File: src/rtl/trk_seq_pkg.sv
// Shared types and constants for the GPS L1 tracking correlator sequencer.
package trk_seq_pkg;

  typedef enum logic [2:0] {
    S_IDLE,
    S_DROP,
    S_REL,
    S_GO,
    S_WAIT,
    S_SEND,
    S_CLR,
    S_STOP
  } seq_state_t;

  localparam logic [1:0] PRM_PHASE_STEP = 2'd0;
  localparam logic [1:0] PRM_REM_PHASE  = 2'd1;
  localparam logic [1:0] PRM_CODE_STEP  = 2'd2;
  localparam logic [1:0] PRM_PHASE_RATE = 2'd3;

  localparam int NUM_PRM      = 4;
  localparam int STREAM_BEATS = 7;

endpackage

File: src/rtl/trk_seq_result_ser.sv
// Latches one epoch's header and six accumulators, then plays them out as a
// 7-beat AXI-Stream packet; abort drops the packet without a tlast.
module trk_seq_result_ser
  import trk_seq_pkg::*;
#(
  parameter int DW = 32
) (
  input  logic          axis_aclk,
  input  logic          axis_aresetn,
  input  logic          load,
  input  logic          abort,
  input  logic [DW-1:0] hdr,
  input  logic [DW-1:0] i_iE,
  input  logic [DW-1:0] i_qE,
  input  logic [DW-1:0] i_iP,
  input  logic [DW-1:0] i_qP,
  input  logic [DW-1:0] i_iL,
  input  logic [DW-1:0] i_qL,
  output logic [DW-1:0] m_axis_tdata,
  output logic          m_axis_tvalid,
  input  logic          m_axis_tready,
  output logic          m_axis_tlast,
  output logic          done,
  output logic          pending
);

  localparam int BW = $clog2(STREAM_BEATS);
  localparam logic [BW-1:0] LAST_BEAT = BW'(STREAM_BEATS - 1);

  logic [DW-1:0] words_q [STREAM_BEATS];
  logic [BW-1:0] beat_q;
  logic          arm_q;
  logic          tvalid_q;
  logic          last_beat;

  assign last_beat = (beat_q == LAST_BEAT);

  // NOTE: sequential state uses <= so every register samples pre-edge values.
  always_ff @(posedge axis_aclk or negedge axis_aresetn) begin
    if (!axis_aresetn) begin
      // NOTE: the word store is reset as well; it is tiny and keeps tdata defined out of reset.
      words_q  <= '{default: '0};
      beat_q   <= '0;
      arm_q    <= 1'b0;
      tvalid_q <= 1'b0;
    end else if (abort) begin
      beat_q   <= '0;
      arm_q    <= 1'b0;
      tvalid_q <= 1'b0;
    end else if (load) begin
      words_q[0] <= hdr;
      words_q[1] <= i_iE;
      words_q[2] <= i_qE;
      words_q[3] <= i_iP;
      words_q[4] <= i_qP;
      words_q[5] <= i_iL;
      words_q[6] <= i_qL;
      beat_q     <= '0;
      arm_q      <= 1'b1;
      tvalid_q   <= 1'b0;
    end else if (arm_q) begin
      // First beat is presented one cycle after the latch.
      arm_q    <= 1'b0;
      tvalid_q <= 1'b1;
    end else if (tvalid_q && m_axis_tready) begin
      if (last_beat) begin
        tvalid_q <= 1'b0;
        beat_q   <= '0;
      end else begin
        beat_q <= beat_q + 1'b1;
      end
    end
  end

  assign m_axis_tdata  = words_q[beat_q];
  assign m_axis_tvalid = tvalid_q;
  assign m_axis_tlast  = tvalid_q & last_beat;
  assign done          = tvalid_q & m_axis_tready & last_beat;
  assign pending       = tvalid_q | arm_q;

endmodule

File: src/rtl/trk_corr_sequencer_gps_l1.sv
// Epoch sequencer for the GPS L1 tracking correlator with double-buffered NCO/code
// parameters. Define TRK_SEQ_TIMEOUT_EN to add a watchdog on the ready wait.
module trk_corr_sequencer_gps_l1
  import trk_seq_pkg::*;
#(
  parameter int DW          = 32,
  parameter int DROP_CYC    = 16,
  parameter int EPOCH_W     = 16,
  parameter int TIMEOUT_CYC = 2000000
) (
  input  logic               axis_aclk,
  input  logic               axis_aresetn,
  input  logic               i_start,
  input  logic               i_stop,
  input  logic [EPOCH_W-1:0] i_num_epochs,
  input  logic               i_prm_wr,
  input  logic [1:0]         i_prm_addr,
  input  logic [DW-1:0]      i_prm_data,
  input  logic               i_prm_commit,
  output logic               o_drop_samples,
  output logic               o_drop_samples_valid,
  output logic               o_go,
  output logic               o_start_tracking_valid,
  output logic               o_clear_accum,
  output logic               o_stop_tracking,
  output logic               o_stop_tracking_valid,
  output logic [DW-1:0]      o_phase_step_rad,
  output logic [DW-1:0]      o_rem_carr_phase_rad,
  output logic [DW-1:0]      o_code_phase_step_chips,
  output logic [DW-1:0]      o_phase_step_rate_rad,
  input  logic               i_corr_ready,
  input  logic [DW-1:0]      i_iE,
  input  logic [DW-1:0]      i_qE,
  input  logic [DW-1:0]      i_iP,
  input  logic [DW-1:0]      i_qP,
  input  logic [DW-1:0]      i_iL,
  input  logic [DW-1:0]      i_qL,
  output logic [DW-1:0]      m_axis_tdata,
  output logic               m_axis_tvalid,
  input  logic               m_axis_tready,
  output logic               m_axis_tlast,
  output logic [EPOCH_W-1:0] o_epoch,
  output logic               o_busy,
  output logic               o_err
);

  localparam int DCW = $clog2(DROP_CYC + 1);

  seq_state_t         state_q, state_d;
  logic [DCW-1:0]     drop_cnt_q;
  logic [EPOCH_W-1:0] epoch_q;
  logic [EPOCH_W-1:0] epoch_inc;
  logic               err_q;
  logic               ready_q;
  logic               commit_q;
  logic [DW-1:0]      shadow_q [NUM_PRM];
  logic [DW-1:0]      active_q [NUM_PRM];
  logic               ready_edge;
  logic               stop_req;
  logic               start_acc;
  logic               ser_load;
  logic               ser_done;
  logic               ser_pending;
  logic               timeout;

  assign epoch_inc  = epoch_q + 1'b1;
  assign ready_edge = i_corr_ready & ~ready_q;
  assign start_acc  = (state_q == S_IDLE) && i_start;
  // STOP is already on its way to IDLE; re-entering it would double the stop pulse.
  assign stop_req   = i_stop && (state_q != S_IDLE) && (state_q != S_STOP);
  assign ser_load   = (state_q == S_WAIT) && ready_edge && !stop_req;

`ifdef TRK_SEQ_TIMEOUT_EN
  localparam int TW = $clog2(TIMEOUT_CYC + 1);
  logic [TW-1:0] wdog_q;

  always_ff @(posedge axis_aclk or negedge axis_aresetn) begin
    if (!axis_aresetn)                  wdog_q <= '0;
    else if (state_q != S_WAIT)         wdog_q <= '0;
    else if (wdog_q != TW'(TIMEOUT_CYC)) wdog_q <= wdog_q + 1'b1;
  end

  assign timeout = (state_q == S_WAIT) && (wdog_q == TW'(TIMEOUT_CYC));
`else
  logic unused_timeout_cfg;
  assign unused_timeout_cfg = ^32'(TIMEOUT_CYC);
  assign timeout            = 1'b0;
`endif

  always_comb begin
    // NOTE: state_d gets a default first so no path through the case infers a latch.
    state_d = state_q;
    unique case (state_q)
      S_IDLE: if (i_start) state_d = S_DROP;
      S_DROP: if (drop_cnt_q == DCW'(DROP_CYC - 1)) state_d = S_REL;
      S_REL:  state_d = S_GO;
      S_GO:   state_d = S_WAIT;
      S_WAIT: begin
        if (ready_edge)   state_d = S_SEND;
        else if (timeout) state_d = S_STOP;
      end
      S_SEND: begin
        if (ser_done)
          state_d = ((i_num_epochs != '0) && (epoch_inc == i_num_epochs)) ? S_STOP : S_CLR;
      end
      S_CLR:  state_d = S_GO;
      S_STOP: state_d = S_IDLE;
      default: state_d = S_IDLE;
    endcase
    if (stop_req) state_d = S_STOP;
  end

  always_ff @(posedge axis_aclk or negedge axis_aresetn) begin
    if (!axis_aresetn) begin
      state_q    <= S_IDLE;
      drop_cnt_q <= '0;
      epoch_q    <= '0;
      err_q      <= 1'b0;
      ready_q    <= 1'b0;
      commit_q   <= 1'b0;
      shadow_q   <= '{default: '0};
      active_q   <= '{default: '0};
    end else begin
      state_q    <= state_d;
      ready_q    <= i_corr_ready;
      drop_cnt_q <= (state_q == S_DROP) ? drop_cnt_q + 1'b1 : '0;

      if (start_acc)
        epoch_q <= '0;
      else if ((state_q == S_SEND) && ser_done && !stop_req)
        epoch_q <= epoch_inc;

      if (start_acc)
        err_q <= 1'b0;
      else if ((stop_req && ser_pending) || (timeout && !ready_edge))
        err_q <= 1'b1;

      if (i_prm_wr) shadow_q[i_prm_addr] <= i_prm_data;

      // A commit seen during CLR stays pending for the next boundary.
      if (i_prm_commit)          commit_q <= 1'b1;
      else if (state_q == S_CLR) commit_q <= 1'b0;

      if (start_acc || ((state_q == S_CLR) && commit_q)) active_q <= shadow_q;
    end
  end

  trk_seq_result_ser #(.DW(DW)) u_ser (
    .axis_aclk    (axis_aclk),
    .axis_aresetn (axis_aresetn),
    .load         (ser_load),
    .abort        (stop_req),
    .hdr          (DW'(epoch_q)),
    .i_iE         (i_iE),
    .i_qE         (i_qE),
    .i_iP         (i_iP),
    .i_qP         (i_qP),
    .i_iL         (i_iL),
    .i_qL         (i_qL),
    .m_axis_tdata (m_axis_tdata),
    .m_axis_tvalid(m_axis_tvalid),
    .m_axis_tready(m_axis_tready),
    .m_axis_tlast (m_axis_tlast),
    .done         (ser_done),
    .pending      (ser_pending)
  );

  assign o_drop_samples          = (state_q == S_DROP);
  assign o_drop_samples_valid    = (state_q == S_DROP) && (drop_cnt_q == '0);
  assign o_go                    = (state_q == S_GO);
  assign o_start_tracking_valid  = (state_q == S_GO);
  assign o_clear_accum           = (state_q == S_CLR);
  assign o_stop_tracking         = (state_q == S_STOP);
  assign o_stop_tracking_valid   = (state_q == S_STOP);
  assign o_phase_step_rad        = active_q[PRM_PHASE_STEP];
  assign o_rem_carr_phase_rad    = active_q[PRM_REM_PHASE];
  assign o_code_phase_step_chips = active_q[PRM_CODE_STEP];
  assign o_phase_step_rate_rad   = active_q[PRM_PHASE_RATE];
  assign o_epoch                 = epoch_q;
  assign o_busy                  = (state_q != S_IDLE);
  assign o_err                   = err_q;

endmodule

File: config.mk
export PLATFORM = sky130hd
export DESIGN_NAME = trk_corr_sequencer_gps_l1
export DESIGN_NICKNAME = d
export VERILOG_FILES = /design/src/rtl/trk_seq_pkg.sv /design/src/rtl/trk_seq_result_ser.sv /design/src/rtl/trk_corr_sequencer_gps_l1.sv
export SDC_FILE = /design/constraint.sdc
export NUM_CORES = 1
export LEC_CHECK = 0
export BUFFER_PORTS_ARGS = -buffer_cell sky130_fd_sc_hd__buf_2
export CAP_MARGIN = 40
export CORE_MARGIN = 1
export CORE_UTILIZATION = 41
export DETAILED_ROUTE_END_ITERATION = 12
export SLEW_MARGIN = 0
export SYNTH_ARGS = -nofsm -noshare
export SYNTH_HDL_FRONTEND = slang
export SYNTH_HIERARCHICAL = 1
export SYNTH_SLANG_ARGS = --single-unit
export TNS_END_PERCENT = 30
File: constraint.sdc
create_clock -name axis_aclk -period 3.1 [get_ports axis_aclk]
set_clock_uncertainty 0.05 [all_clocks]
set_input_delay 0.31 -clock axis_aclk [delete_from_list [all_inputs] [get_ports axis_aclk]]
set_output_delay 0.31 -clock axis_aclk [all_outputs]
set_load 0.03 [all_outputs]
==> results of run 1 <==
==> synth_stat cells, types with 8 or more instances <==
cell type / n
nor2_1: 27
clkbuf_1: 20
xor2_1: 11
buf_4: 8
buf_2: 27
buf_6: 13
dfrtp_1: 512
inv_1: 12
mux2_2: 214
mux2_4: 149
a31oi_1: 38
or2_1: 29
nor3_1: 10
o21ai_0: 25
buf_8: 12
nand2_1: 55
a22o_1: 33
xnor2_1: 13
mux2i_1: 97
mux2_1: 117
==> state kept, by name (all words and copies together) (netlist names) <==
signal                   count
o_rem_carr_phase_rad        32
o_epoch                     16
commit_q                     1
o_err                        1
o_phase_step_rad            32
drop_cnt_q                   5
shadow_q                   128
u_ser/arm_q                  1
u_ser/m_axis_tvalid          1
o_phase_step_rate_rad       32
ready_q                      1
u_ser/beat_q                 3
u_ser/words_q              224
state_q                      3
o_code_phase_step_chips     32
==> worst register-to-register path: cells and delay by family, from the launching register on <==
kind	cells	cell delay, ps
multiplexers	1	400
buffers and inverters	2	530
flip-flops	1	490
AND/OR/NAND/NOR	3	1280
==> path summary, 6_finish.rpt <==
| kind | endpoint | start | slack (ps) | cells past startpoint |
|---|---|---|---|---|
| worst max register to register | u_ser/words_q[20] | state_q[1] | 200 | 6 |
| max in group asynchronous | shadow_q[6] | axis_aresetn | 1850 | 3 |
| min in group asynchronous | o_epoch[14] | axis_aresetn | 250 | 2 |
| worst max-delay path | m_axis_tdata[21] | u_ser/beat_q[2] | 170 | 5 |
| worst min register to register | o_rem_carr_phase_rad[15] | o_rem_carr_phase_rad[15] | 430 | 1 |
| worst min-delay path | u_ser/beat_q[1] | m_axis_tready | 60 | 4 |
==> layout make-up <==
cell class,count,area (sq um),share of cell area
flip-flops and latches,512,12820,0.4279
diodes,6,15.01,0.0005011
inverters,12,45.04,0.001503
multi-input cells,931,9214,0.3075
clock buffers,82,1599,0.05337
repair buffers,712,5065,0.1690
clock inverters,18,332.8,0.01111
well taps,696,870.8,0.02906
==> report_power, final <==
group          leakage (uW)  internal, uW  total [uW]  switching [uW]
sequential          0.00636          9290       10700            1430
clock              0.000940          4170        6920            2760
combinational       0.00645          4270        9190            4920
total                0.0137         17700       26800            9100
==> metrics by stage <==
step	instances	worst slack [ps]	instance area [sq um]	hold WS, ps
6_report	2969	174.7	29960	61.82
5_1_grt	2969	71.68	29960	82.12
4_1_cts	2963	7.198	29940	20.95
3_5_place_dp	2631	292.3	25690	337.0
3_3_place_gp	2630	353.0	25680	329.6
2_1_floorplan	1545	549.8	22770	-35.59
==> metal layers <==
| metal | up-vias | part of all wire |
|---|---|---|
| met3 | 124 | 0.059 |
| met1 | 7719 | 0.43 |
| met5 | - | 0.00063 |
| met4 | 6 | 0.033 |
| li1 | 6869 | - |
| met2 | 435 | 0.48 |
==> repair_timing <==
action | in CTS | in global routing
buffers inserted | 3 | 0
endpoints found under the setup margin | 4 | 1
gates cloned | 0 | 0
resized for setup | 1 | 1
endpoints found under the hold margin | 389 | 0
hold buffers | 229 | 0
==> kinds of logic (layout without fill, tap and decap cells) <==
group / after synthesis / in the layout
adders and majority gates: 5 / 5
muxes: 577 / 577
AOI/OAI and AO/OA: 125 / 125
other: 1 / 22
buffers and inverters: 102 / 824
and+or+nand+nor: 184 / 184
xor gates and xnor gates: 24 / 24
DFF: 512 / 512
==> impl_metrics.json, run 1 <==
{
  "use_met2": 0.3686,
  "synthTopCellsByArea": "dfrtp_1 (56%), mux2_2 (11%), mux2_4 (9.8%)",
  "via_per_inst": 5.104,
  "setup_tns_ps": 0,
  "grt_pass1_vias": 16491,
  "synthDistinctLibCells": 74,
  "clkSlewWorstSetupHoldPaths_ps": 60,
  "die_area_sq_um": 56350,
  "hold_class": "input pin to flop",
  "die_w_um": 237.4,
  "slowest_stage": "nor2b_4",
  "power_density_nw_per_um2": 895.3,
  "top_usage_layer": "met2",
  "netlist_instances": 1530,
  "htree_num_levels": 2,
  "max_stage_delay_ps": 600,
  "insertion_delay_ps": 630,
  "drive_gt1_frac": 0.4230,
  "ys_seq_elements": 512,
  "required_ps": 2740,
  "fillers": 4494,
  "slew_violations": 0,
  "hold_viol_final": 0,
  "area_delta_synth_final_pct": 31.90,
  "critPathBufInv": 2,
  "path_max_fanout": 18,
  "utilization": 0.5524,
  "grt.total_usage": 0.2262,
  "post-route-period-util": 0.9437,
  "path_delay_family": "simple AND/OR/NAND/NOR gates",
  "synth_adder_area_share": 0.002644,
  "critical_path_class": "flop to output port",
  "setup_violations": 0,
  "leakage_uw": 0.01375,
  "synth_edf_count": 0,
  "tightest_slew_ps": 852.3,
  "ir_drop_mv": 0.5478,
  "synth_top_cell_by_area": "dfrtp_1",
  "drtAntennaViolNets": 0,
  "io_pins": 437,
  "io_buffers": 436,
  "max_freq_ghz": 0.3418,
  "use_met1": 0.2931,
  "grt_pass1_wl_um": 98450,
  "cp-end-kind": "output port",
  "seq_area_frac_synth": 0.5640,
  "synthMuxAreaShare": 0.3053,
  "synth_area_sq_um": 22720,
  "cts_inserted_buffers": 56,
  "cts-root-buf": "clkbuf_16",
  "max_cap_violations": 0,
  "synthFlopType": "dfrtp_1",
  "die_y_um": 237.4,
  "antenna_found_initial": 10,
  "cts_tree": "done",
  "mostFrequentLayoutCell": "dfrtp_1",
  "status": "finished clean",
  "rows": 85,
  "gr-total-overflow": 0,
  "wl_per_cell_um": 21.43,
  "ys_async_sr_fraction": 1.000,
  "rsz0062_at_grt": "false",
  "place_hpwl_um": 42590,
  "drc": 0,
  "grt_max_degree": 81,
  "core_area_sq_um": 54240,
  "period_needed_ps": 2925,
  "cts_buffer_depth": 3,
  "met3_usage": 0.05296,
  "gp_congestion": 0.8882,
  "synthSimpleGateAreaFrac": 0.04610,
  "yosysTopAreaCellShare": 0.5640,
  "vias": 15153,
  "final_cell_mix": "dfrtp_1 (509), buf_2 (435), dlygate4sd3_1 (229)",
  "nets": 2479,
  "path_cells": "buf_6, nor2b_4, a22o_1, a31oi_1, buf_2",
  "dr.pass1.iters": 5,
  "total_power_uw": 26830,
  "drt_iter0_markers": 746,
  "start_kind": "flop",
  "cts_num_sinks": 512,
  "initial_core_util": 0.4188,
  "synth_top_family_by_area": "multiplexers",
  "synth_xor_area_frac": 0.009253,
  "yosysWarnings": 6,
  "slew_headroom": 0.4297,
  "synth_compound_area_frac": 0.03833,
  "arrival_ps": 2570,
  "routed_wirelength_um": 63610,
  "avgSynthCellArea_sq_um": 14.85
}
(Power assumes the default switching activity.)
==> inputs of run 2 (changes only) <==
--- a/constraint.sdc
+++ b/constraint.sdc
@@ -3,3 +3,3 @@
 set_input_delay 0.31 -clock axis_aclk [delete_from_list [all_inputs] [get_ports axis_aclk]]
 set_output_delay 0.31 -clock axis_aclk [all_outputs]
-set_load 0.03 [all_outputs]
+set_load 0.02 [all_outputs]
==> run 2 against run 1 <==
Against the previous run: worst setup slack worse by 82 ps; largest cell class unchanged; maximum frequency shrank 2.7%; via count hardly changed; final cell count hardly changed; design area about the same; first-iteration DRC count shrank 0.67%; sequential share of layout area barely moved; sequential power barely moved; count of clock-buffer cells in the layout is 2 higher; register-to-register slack improved by 60 ps.
==> impl_metrics.json, run 2 (same netlist as run 1, synthesis figures left out) <==
{
  "ir_drop_mv": 0.6130,
  "grt.total_usage": 0.2249,
  "final_cell_mix": "dfrtp_1 (509), buf_2 (435), dlygate4sd3_1 (229)",
  "rows": 85,
  "area_delta_synth_final_pct": 31.86,
  "io_pins": 437,
  "post-route-period-util": 0.9700,
  "tightest_slew_ps": 943.3,
  "rsz0062_at_grt": "false",
  "die_w_um": 237.4,
  "slew_headroom": 0.3688,
  "cts_tree": "done",
  "grt_pass1_vias": 16507,
  "arrival_ps": 2650,
  "cts_num_sinks": 512,
  "post_cts_resized": 0,
  "grt_max_degree": 81,
  "place_ws_ps": 292.5,
  "gr-total-overflow": 0,
  "power_density_nw_per_um2": 864.2,
  "io_buffers": 436,
  "antenna_found_initial": 6,
  "die_y_um": 237.4,
  "critical_path_class": "flop to output port",
  "path_max_fanout": 16,
  "slew_violations": 0,
  "cts_buffer_depth": 3,
  "die_area_sq_um": 56350,
  "worstHoldPathCells": 4,
  "place_hpwl_um": 42680,
  "hold_class": "input pin to flop",
  "cts-root-buf": "clkbuf_16",
  "drc": 0,
  "fillers": 4505,
  "leakage_uw": 0.01376,
  "start_kind": "flop",
  "drtAntennaViolNets": 0,
  "r2r_start": "state_q[1]",
  "clkSlewWorstSetupHoldPaths_ps": 60,
  "routed_wirelength_um": 63440,
  "regArea_sq_um": 12820,
  "drive_gt1_frac": 0.4257,
  "grt_pass1_wl_um": 98070,
  "required_ps": 2740,
  "htree_num_levels": 2,
  "insertion_delay_ps": 610,
  "mostFrequentLayoutCell": "dfrtp_1",
  "cp-end-kind": "output port",
  "gp_congestion": 0.8874,
  "dr.pass1.iters": 5,
  "via_per_inst": 5.097,
  "multiInputGateArea_sq_um": 9214,
  "fin_ws_ps": 92.88,
  "drt_iter0_markers": 741,
  "initial_core_util": 0.4188,
  "core_area_sq_um": 54240,
  "setup_violations": 0,
  "largest-register": "u_ser/words_q",
  "max_freq_ghz": 0.3325,
  "top_regs": "u_ser/words_q x224, shadow_q x128",
  "hold_viol_final": 0,
  "vias": 15139,
  "max_cap_violations": 0,
  "status": "finished clean",
  "cts_inserted_buffers": 55,
  "largest_register_ffs": 224,
  "ff2ff_path_depth": 6,
  "period_needed_ps": 3007,
  "nets": 2480,
  "utilization": 0.5523,
  "min_to": "u_ser/beat_q[1]",
  "setup_tns_ps": 0,
  "r2r_end": "u_ser/words_q[20]",
  "reg2reg_slack_ps": 260,
  "wl_per_cell_um": 21.36,
  "min_from": "m_axis_tready"
}
-- run 2: cell types whose count changed in the layout (fill, tap and decap cells not counted), moves of 3 or more --
cell | previous run | this run
clkbuf_8 | 10 | 18
bufinv_16 | 7 | 4
clkbuf_1 | 16 | 11
buf_4 | 27 | 30
-- run 2: area by class of cell --
cell class                 instances  share of cell area
sequential                       512              0.4280
multi-input combinational        931              0.3076
timing repair buffer             714              0.1696
clock buffer                      84             0.05560
tap                              696             0.02907
clock inverter                    16            0.008187
inverter                          12            0.001504
antenna                            5           0.0004177
-- run 2: power breakdown --
| part | switching, uW | internal (uW) |
|---|---|---|
| registers | 1410 | 9290 |
| clock network | 2760 | 4040 |
| logic | 4120 | 4270 |
-- run 2: how the worst max path moves through the flow --
stage / start / to / slack, ps
4_1_cts: u_ser/beat_q[2] / m_axis_tdata[22] / 30
6_report: u_ser/beat_q[2] / m_axis_tdata[5] / 90
3_3_place_gp: state_q[1] / u_ser/words_q[209] / 350
5_1_grt: u_ser/beat_q[2] / m_axis_tdata[5] / 20
2_1_floorplan: state_q[0] / u_ser/words_q[100] / 550
3_5_place_dp: state_q[1] / u_ser/words_q[20] / 290
-- run 2: repair_timing --
action                                 CTS  global route
setup endpoints to repair                0             1
hold buffers                           229             0
endpoints found under the hold margin  389             0
buffers inserted                         0             4
-- run 2: metal layers --
metal	routed length [um]	GRT usage	share of wire	vias up
met2	30000	0.3658	0.47	410
met4	2423	0.08935	0.038	4
met1	27480	0.2899	0.43	7729
li1	-	-	-	6860
met3	3506	0.05296	0.055	136
met5	26	0	0.00041	-
-- run 2: through the flow --
stage	area (sq um)	hold WS (ps)	total power (uW)	std cells
2_1_floorplan	22770	-35.59	16060	1545
3_3_place_gp	25670	329.8	18660	2631
3_5_place_dp	25680	339.9	18910	2632
4_1_cts	29890	29.05	26100	2961
5_1_grt	29950	46.66	27240	2969
6_report	29960	48.41	25890	2970
-- run 2: critical path: stages (launching register included) --
cell     delay [ps]
dfrtp_2         570
buf_4           360
and2b_4         330
a22o_1          240
a31oi_1         280
buf_2           230
==> inputs of run 3 (changes only) <==
- CORE_UTILIZATION: 41 -> 50
- PLACE_DENSITY: unset -> 0.73
- SETUP_SLACK_MARGIN: unset -> 0.15
==> run 3 against run 2 <==
Against the previous run: utilization up 11 points; die area down 18%; first-iteration DRC count up 43%; global-route usage up 5.2 points; maximum frequency up 3.4%.
==> impl_metrics.json, run 3 (same netlist as run 1, synthesis figures left out) <==
{
  "path_max_fanout": 43,
  "grt_pass1_wl_um": 99300,
  "largest_register_ffs": 224,
  "slew_headroom": 0.3866,
  "vias": 15435,
  "die_area_sq_um": 46290,
  "gp_congestion": 0.8971,
  "gr-total-overflow": 0,
  "drive_gt1_frac": 0.4235,
  "cts_inserted_buffers": 54,
  "place_ws_ps": 387.8,
  "grt.total_usage": 0.2768,
  "hold_viol_final": 0,
  "mostFrequentLayoutCell": "dfrtp_1",
  "initial_core_util": 0.5104,
  "leakage_uw": 0.01367,
  "wl_per_cell_um": 22.18,
  "routed_wirelength_um": 63560,
  "post-route-period-util": 0.9384,
  "drc": 0,
  "grt_max_degree": 106,
  "arrival_ps": 2550,
  "cp-end-kind": "output port",
  "largest-register": "u_ser/words_q",
  "start_kind": "flop",
  "io_buffers": 436,
  "cts-root-buf": "clkbuf_16",
  "cts_tree": "done",
  "htree_num_levels": 2,
  "tightest_slew_ps": 916.7,
  "slew_violations": 0,
  "drt_iter0_markers": 1058,
  "final_cell_mix": "dfrtp_1 (509), buf_2 (435), dlygate4sd3_1 (228)",
  "max_cap_violations": 0,
  "dr.pass1.iters": 5,
  "clkSlewWorstSetupHoldPaths_ps": 60,
  "status": "finished clean",
  "setup_violations": 0,
  "core_area_sq_um": 44510,
  "insertion_delay_ps": 610,
  "required_ps": 2740,
  "via_per_inst": 5.387,
  "critical_path_class": "flop to output port",
  "top_regs": "u_ser/words_q x224, shadow_q x128",
  "rsz0062_at_grt": "true",
  "die_w_um": 215.2,
  "antenna_found_initial": 12,
  "fin_ws_ps": 191.1,
  "cts_buffer_depth": 3,
  "hold_class": "input pin to flop",
  "utilization": 0.6670,
  "power_density_nw_per_um2": 865.1,
  "drtAntennaViolNets": 0,
  "nets": 2474,
  "die_y_um": 215.2,
  "io_pins": 437,
  "period_needed_ps": 2909,
  "setup_tns_ps": 0,
  "grt_pass1_vias": 17141,
  "area_delta_synth_final_pct": 30.69,
  "cts_num_sinks": 512,
  "max_freq_ghz": 0.3438,
  "total_power_uw": 25680,
  "place_hpwl_um": 42110,
  "rows": 77,
  "ir_drop_mv": 0.6676
}
[run 3: cell types whose count changed in the layout (fill, tap and decap cells not counted), moves of 2 or more]
cell        previous run  this run
diode_2                5        13
clkbuf_8              18        11
buf_8                  1         3
clkinvlp_4             0         2
buf_4                 30        24
[run 3: per-layer routing]
| metal | track usage | vias up | wire length, um |
|---|---|---|---|
| met1 | 0.3420 | 7874 | 25880 |
| li1 | - | 6867 | - |
| met5 | 0 | - | 23 |
| met3 | 0.07049 | 141 | 4260 |
| met2 | 0.4575 | 549 | 30830 |
| met4 | 0.1243 | 4 | 2564 |
[run 3: stage by stage]
stage | area (sq um) | cells | hold slack [ps]
floorplan | 22770 | 1545 | -35.59
global placement | 25530 | 2523 | 227.8
detailed placement | 25540 | 2524 | 231.1
CTS | 29640 | 2850 | 25.04
global route | 29680 | 2863 | 74.17
finish | 29690 | 2865 | 57.85
[run 3: critical path, cell delays in order (launching register included)]
cell and delay, ps:
dfrtp_4 630, buf_12 330, mux2i_1 130, a22o_1 280, a31oi_1 290, buf_2 260
[run 3: report_power, final]
| group | switching (uW) | internal [uW] |
|---|---|---|
| registers | 1480 | 9290 |
| clock network | 2720 | 3740 |
| logic | 4200 | 4270 |
[run 3: timing repair]
| action | in CTS | in global routing |
|---|---|---|
| gates resized for setup | 1 | 1 |
| setup buffers | 2 | 2 |
| endpoints found under the hold margin | 368 | 0 |
| setup endpoints to repair | 22 | 8 |
| hold buffers | 228 | 0 |
[run 3: final timing paths]
kind | cells after the start | start | to | slack [ps]
worst max-delay path | 5 | u_ser/beat_q[0] | m_axis_tdata[23] | 190
worst min-delay path | 4 | i_start | o_epoch[12] | 60
worst max register to register | 6 | state_q[1] | u_ser/words_q[3] | 330
worst min register to register | 1 | o_phase_step_rate_rad[9] | o_phase_step_rate_rad[9] | 430
max in group asynchronous | 3 | axis_aresetn | u_ser/words_q[33] | 1780
min in group asynchronous | 2 | axis_aresetn | u_ser/words_q[120] | 180
[run 3: layout make-up]
class,count,area [sq um]
Clock buffer,77,1548
Antenna cell,13,32.53
Tap cell,592,740.7
Sequential cell,512,12820
Timing Repair Buffer,709,5047
Inverter,12,45.04
Clock inverter,19,236.5
Fill cell,3136,14820
Multi-Input combinational cell,931,9219
